`src/rtl/mips_ctrl_pkg.sv`:
```
// Shared encodings for the multicycle MIPS controller: opcodes, ALU ops,
// mux selects, FSM states and the control word driven to the datapath.
package mips_ctrl_pkg;

  localparam logic [5:0] OP_RTYPE = 6'b000000;
  localparam logic [5:0] OP_J     = 6'b000010;
  localparam logic [5:0] OP_BEQ   = 6'b000100;
  localparam logic [5:0] OP_BNE   = 6'b000101;
  localparam logic [5:0] OP_LW    = 6'b100011;
  localparam logic [5:0] OP_SW    = 6'b101011;
  localparam logic [5:0] OP_ADDI  = 6'b001000;
  localparam logic [5:0] OP_ANDI  = 6'b001100;
  localparam logic [5:0] OP_ORI   = 6'b001101;
  localparam logic [5:0] OP_SLTI  = 6'b001010;

  localparam logic [2:0] ALU_ADD   = 3'b000;
  localparam logic [2:0] ALU_SUB   = 3'b001;
  localparam logic [2:0] ALU_AND   = 3'b010;
  localparam logic [2:0] ALU_OR    = 3'b011;
  localparam logic [2:0] ALU_SLT   = 3'b101;
  localparam logic [2:0] ALU_RTYPE = 3'b110;

  localparam logic [1:0] SRCB_B      = 2'b00;
  localparam logic [1:0] SRCB_FOUR   = 2'b01;
  localparam logic [1:0] SRCB_IMM    = 2'b10;
  localparam logic [1:0] SRCB_IMM_SH = 2'b11;

  localparam logic [1:0] PCSRC_ALU    = 2'b00;
  localparam logic [1:0] PCSRC_ALUOUT = 2'b01;
  localparam logic [1:0] PCSRC_JUMP   = 2'b10;

  typedef enum logic [3:0] {
    FETCH    = 4'd0,
    DECODE   = 4'd1,
    MEM_ADDR = 4'd2,
    MEM_RD   = 4'd3,
    MEM_WB   = 4'd4,
    MEM_WR   = 4'd5,
    R_EXEC   = 4'd6,
    R_WB     = 4'd7,
    BRANCH   = 4'd8,
    JUMP     = 4'd9,
    I_EXEC   = 4'd10,
    I_WB     = 4'd11
  } stateT;

  typedef struct packed {
    logic       pcWrite;
    logic       pcWriteBeq;
    logic       pcWriteBne;
    logic       iOrD;
    logic       memRead;
    logic       memWrite;
    logic       irWrite;
    logic       regDst;
    logic       memToReg;
    logic       regWrite;
    logic       aluSrcA;
    logic [1:0] aluSrcB;
    logic [2:0] aluOp;
    logic [1:0] pcSource;
    logic       illegalOp;
  } ctrlWordT;

  function automatic logic isSupported(input logic [5:0] op);
    case (op)
      OP_RTYPE, OP_J, OP_BEQ, OP_BNE, OP_LW, OP_SW,
      OP_ADDI, OP_ANDI, OP_ORI, OP_SLTI: isSupported = 1'b1;
      default:                           isSupported = 1'b0;
    endcase
  endfunction

endpackage

```
`src/rtl/multicycle_ctrl_outdec.sv`:
```
// Combinational control-word decoder: state (+opcode, +mem_ready for the
// FETCH Mealy terms) to datapath mux selects and enables.
module multicycle_ctrl_outdec
  import mips_ctrl_pkg::*;
#(
  parameter bit FETCH_ONLY_DEBUG = 1'b0
) (
  input  stateT      state,
  input  logic [5:0] opcode,
  input  logic       memReady,
  output ctrlWordT   ctrl
);

  always_comb begin
    ctrl = '0;
    case (state)
      FETCH: begin
        ctrl.memRead = 1'b1;
        ctrl.aluSrcB = SRCB_FOUR;
        ctrl.irWrite = memReady;
        ctrl.pcWrite = memReady;
      end
      DECODE: begin
        ctrl.aluSrcB   = SRCB_IMM_SH;
        ctrl.illegalOp = (FETCH_ONLY_DEBUG == 1'b0) && !isSupported(opcode);
      end
      MEM_ADDR: begin
        ctrl.aluSrcA = 1'b1;
        ctrl.aluSrcB = SRCB_IMM;
      end
      MEM_RD: begin
        ctrl.memRead = 1'b1;
        ctrl.iOrD    = 1'b1;
      end
      MEM_WB: begin
        ctrl.regWrite = 1'b1;
        ctrl.memToReg = 1'b1;
      end
      MEM_WR: begin
        ctrl.memWrite = 1'b1;
        ctrl.iOrD     = 1'b1;
      end
      R_EXEC: begin
        ctrl.aluSrcA = 1'b1;
        ctrl.aluSrcB = SRCB_B;
        ctrl.aluOp   = ALU_RTYPE;
      end
      R_WB: begin
        ctrl.regWrite = 1'b1;
        ctrl.regDst   = 1'b1;
      end
      BRANCH: begin
        ctrl.aluSrcA    = 1'b1;
        ctrl.aluSrcB    = SRCB_B;
        ctrl.aluOp      = ALU_SUB;
        ctrl.pcSource   = PCSRC_ALUOUT;
        ctrl.pcWriteBeq = (opcode == OP_BEQ);
        ctrl.pcWriteBne = (opcode == OP_BNE);
      end
      JUMP: begin
        ctrl.pcWrite  = 1'b1;
        ctrl.pcSource = PCSRC_JUMP;
      end
      I_EXEC: begin
        ctrl.aluSrcA = 1'b1;
        ctrl.aluSrcB = SRCB_IMM;
        case (opcode)
          OP_ANDI: ctrl.aluOp = ALU_AND;
          OP_ORI:  ctrl.aluOp = ALU_OR;
          OP_SLTI: ctrl.aluOp = ALU_SLT;
          default: ctrl.aluOp = ALU_ADD;
        endcase
      end
      I_WB: begin
        ctrl.regWrite = 1'b1;
      end
      default: ctrl = '0;
    endcase
  end

endmodule

```
`src/rtl/multicycle_controller.sv`:
```
// Multicycle MIPS control FSM: state register and next-state logic; the
// control word comes from multicycle_ctrl_outdec.
module multicycle_controller
  import mips_ctrl_pkg::*;
#(
  parameter bit FETCH_ONLY_DEBUG = 1'b0
) (
  input  logic       clk,
  input  logic       reset_n,
  input  logic [5:0] opcode,
  input  logic       zero,
  input  logic       mem_ready,
  output logic       pc_write,
  output logic       pc_write_beq,
  output logic       pc_write_bne,
  output logic       i_or_d,
  output logic       mem_read,
  output logic       mem_write,
  output logic       ir_write,
  output logic       reg_dst,
  output logic       mem_to_reg,
  output logic       reg_write,
  output logic       alu_src_a,
  output logic [1:0] alu_src_b,
  output logic [2:0] alu_op,
  output logic [1:0] pc_source,
  output logic       illegal_op,
  output logic [3:0] state
);

  stateT    curState;
  stateT    nextState;
  ctrlWordT ctrl;
  ctrlWordT ctrlOut;
  logic     unusedZero;

  // zero is resolved by the datapath PC-enable logic, not by the FSM
  assign unusedZero = zero;

  always_ff @(posedge clk or negedge reset_n) begin
    if (!reset_n) curState <= FETCH;
    else          curState <= nextState;
  end

  always_comb begin
    nextState = FETCH;
    case (curState)
      FETCH:    nextState = mem_ready ? DECODE : FETCH;
      DECODE: begin
        if (FETCH_ONLY_DEBUG) begin
          nextState = FETCH;
        end else begin
          case (opcode)
            OP_RTYPE:                         nextState = R_EXEC;
            OP_LW, OP_SW:                     nextState = MEM_ADDR;
            OP_BEQ, OP_BNE:                   nextState = BRANCH;
            OP_J:                             nextState = JUMP;
            OP_ADDI, OP_ANDI, OP_ORI, OP_SLTI: nextState = I_EXEC;
            default:                          nextState = FETCH;
          endcase
        end
      end
      MEM_ADDR: nextState = (opcode == OP_LW) ? MEM_RD : MEM_WR;
      MEM_RD:   nextState = mem_ready ? MEM_WB : MEM_RD;
      MEM_WB:   nextState = FETCH;
      MEM_WR:   nextState = mem_ready ? FETCH : MEM_WR;
      R_EXEC:   nextState = R_WB;
      R_WB:     nextState = FETCH;
      BRANCH:   nextState = FETCH;
      JUMP:     nextState = FETCH;
      I_EXEC:   nextState = I_WB;
      I_WB:     nextState = FETCH;
      default:  nextState = FETCH;
    endcase
  end

  multicycle_ctrl_outdec #(
    .FETCH_ONLY_DEBUG(FETCH_ONLY_DEBUG)
  ) uOutdec (
    .state   (curState),
    .opcode  (opcode),
    .memReady(mem_ready),
    .ctrl    (ctrl)
  );

  // Reset must force every output low, including FETCH's mem_read
  assign ctrlOut = reset_n ? ctrl : '0;

  assign pc_write     = ctrlOut.pcWrite;
  assign pc_write_beq = ctrlOut.pcWriteBeq;
  assign pc_write_bne = ctrlOut.pcWriteBne;
  assign i_or_d       = ctrlOut.iOrD;
  assign mem_read     = ctrlOut.memRead;
  assign mem_write    = ctrlOut.memWrite;
  assign ir_write     = ctrlOut.irWrite;
  assign reg_dst      = ctrlOut.regDst;
  assign mem_to_reg   = ctrlOut.memToReg;
  assign reg_write    = ctrlOut.regWrite;
  assign alu_src_a    = ctrlOut.aluSrcA;
  assign alu_src_b    = ctrlOut.aluSrcB;
  assign alu_op       = ctrlOut.aluOp;
  assign pc_source    = ctrlOut.pcSource;
  assign illegal_op   = ctrlOut.illegalOp;
  assign state        = curState;

endmodule

```
`config.mk`:
```
export PLATFORM = sky130hd
export DESIGN_NAME = multicycle_controller
export DESIGN_NICKNAME = d
export VERILOG_FILES = /design/src/rtl/mips_ctrl_pkg.sv /design/src/rtl/multicycle_ctrl_outdec.sv /design/src/rtl/multicycle_controller.sv
export SDC_FILE = /design/constraint.sdc
export NUM_CORES = 1
export LEC_CHECK = 0
export ABC_AREA = 1
export ABC_CLOCK_PERIOD_IN_PS = 1400
export CORE_MARGIN = 4
export CORE_UTILIZATION = 44
export CTS_CLUSTER_DIAMETER = 150
export DETAILED_ROUTE_END_ITERATION = 8
export PLACE_DENSITY = 0.89
export SLEW_MARGIN = 20
export SYNTH_ARGS = -nofsm -noshare
export SYNTH_HDL_FRONTEND = slang
export SYNTH_HIERARCHICAL = 1
export SYNTH_SLANG_ARGS = --single-unit
```
`constraint.sdc`:
```
create_clock -name clk -period 1.4 [get_ports clk]
set_input_delay 0.28 -clock clk [delete_from_list [all_inputs] [get_ports clk]]
set_output_delay 0.28 -clock clk [all_outputs]
set_load 0.02 [all_outputs]
```
==> reports/metrics.yaml <==
vias: 1392
wl_met3_um: 267
io_buffer_count: 31
start_util: 0.458
hpwlAfterDp_um: 1910
drive_gt1_frac: 0.500
place_congestion: 0.868
avgSynthCellArea_um2: 4.83
via_per_inst: 5.17
yosysUniqueCellTypes: 21
yosysWarnings: 6
wl_met1_um: 1430
fin_area_mm2: 0.00166
setup_ws_ns: -0.367
largest_reg_flops: 4
violations: "negative setup slack"
cp.required_ns: 1.12
worstPathCellList: "inv_2, nand2_2, inv_2, a21oi_1, nand2_1, nand2_1, inv_1, buf_6"
detail_route.wl_per_cell_um: 14.2
clk_latency_ns: 0.24
dpl.cell_count: 257
path_max_fanout: 6
cts_tree: "done"
period_minus_slack_ns: 1.77
hold_class: "input port to asynchronous set/reset pin"
worst_slew_pin_slew_ns: 0.288
synth.net_count: 194
grt_first_pass_wirelength_um: 4530
top_layer: "met4"
final_antenna_net_count: 0
num_antenna_cells: 0
finalSetupViolCount: 23
slowest_delay_ns: 0.47
rsz0062_at_grt: "yes"
timing.fmax_mhz: 566
end_kind: "primary output"
cap_violations: 0
cts_max_level: 1
crit_type: "register to primary output"
hold_buffers: 0
area_growth_pct: 86.4
synthCells: 184
whs_ns: 0.577
fin_nets: 254
grt_pass1_vias: 1099
dr_wl_met2_um: 1960
power_leakage_nw: 0.995
root_buffer: "clkbuf_4"
dieArea_mm2: 0.00281
synth_area_um2: 890
drtIter0Drc: 56
post-route-period-util: 1.26
arrival_ns: 1.49
clk_pin_slew_ns: 0.04
ys_ff_latch: 4
track_usage: 0.213
io_pins: 33
ir_drop_uv: 548
critPathLaunchType: "register"
cts_inserted_buffers: 3
die_h_um: 53.0
crit_buf_inv: 4
skew_ns: 0.00141
grt_start_max_net_pins: 21
overflow: 0
final_cell_mix: "nand2_1, inv_1, buf_6, nor2_1, inv_2"
status: "complete, but fails checks"
power_density_mw_per_mm2: 680
drv_slew: 0
rows: 16
dr.pass1.iters: 6
finalHoldViolations: 0
instances_no_fill: 269
die_w_um: 53.0
cp_top_family: "flip-flops"
setup_tns_ns: -5.17
antenna_found_initial: 0
maxSlewHeadroom: 0.806
seq_area_frac_synth: 0.113
cts.sinks: 4
place_area_mm2: 0.00137
core_area_mm2: 0.00194
drc_errors: 0
post-route-util: 0.854
layout_commonest_cell: "nand2_1"
cts.path.max_buffers: 2
cp_slowest_cell: "dfrtp_2"
drt-total-wl_um: 3830
cell families (layout without fill, tap and decap cells):
group,Yosys count,count (layout),share of synthesized area
and+or+nand+nor,113,113,0.574
AOI/OAI and AO/OA,11,11,0.0745
buffers and inverters,56,114,0.239
DFF,4,4,0.113
routing by layer:
| metal | vias to the layer above | GRT usage |
|---|---|---|
| li1 | 660 | - |
| met1 | 626 | 0.238 |
| met2 | 84 | 0.397 |
| met3 | 22 | 0.0451 |
| met4 | 0 | 0.0638 |
| met5 | - | 0 |
power by group:
part	internal (W)	total [W]	leakage, nW	switching (W)
Sequential	0.000132	0.000167	0.0479	0.0000357
Clock	0.0000964	0.000152	0.0138	0.0000555
Combinational	0.000358	0.000807	0.934	0.000450
synth_stat cells, drive strengths merged:
library cell	n	area, µm²
nand2	55	224
nand3	17	90.1
or2	1	6.26
nor2	38	180
clkinv	1	3.75
o211ai	2	15.0
inv	53	199
buf	2	10.0
nor3	2	10.0
o22ai	2	12.5
o21ai	6	33.8
dfrtp	4	100
a21oi	1	5.00
worst reg2reg max path, cell delays in order (launching register included):
cell	delay [ns]
dfrtp_2	0.42
buf_6	0.15
buf_6	0.13
nor2_4	0.14
inv_4	0.07
nor2_4	0.14
nand2_2	0.08
or2_0	0.19
nand2_1	0.08
final cells by class:
cell class	instances	area [µm²]
tap	27	33.8
multi-input combinational	124	729
sequential	4	105
fill	108	284
timing repair buffer	57	554
inverter	54	213
clock buffer	3	22.5
final timing paths:
path                                end  slack (ns)  startpoint  depth (start not counted)
max                        alu_src_b[1]       -0.37    state[0]                          8
min                            state[1]        0.58     reset_n                          3
max reg2reg                    state[0]       -0.06    state[3]                          8
min reg2reg                    state[3]        0.91    state[2]                          6
max in group asynchronous      state[3]        0.71     reset_n                          3
min in group clk               state[2]        0.64   opcode[3]                          4
per-stage QoR:
step           power [W]  worst slack [ns]
5_1_grt          0.00118            -0.445
2_1_floorplan   0.000470          -0.00975
6_report         0.00113            -0.367
3_5_place_dp    0.000709            -0.855
4_1_cts         0.000922            -0.292
3_3_place_gp    0.000698            -0.829
repair_timing:
| action | CTS | global route |
|---|---|---|
| setup endpoints to repair | 23 | 24 |
| resized for setup | 151 | 51 |
| pin swaps | 10 | 24 |
| cloned | 0 | 0 |
| setup buffers | 3 | 6 |
(Power assumes the default switching activity.)
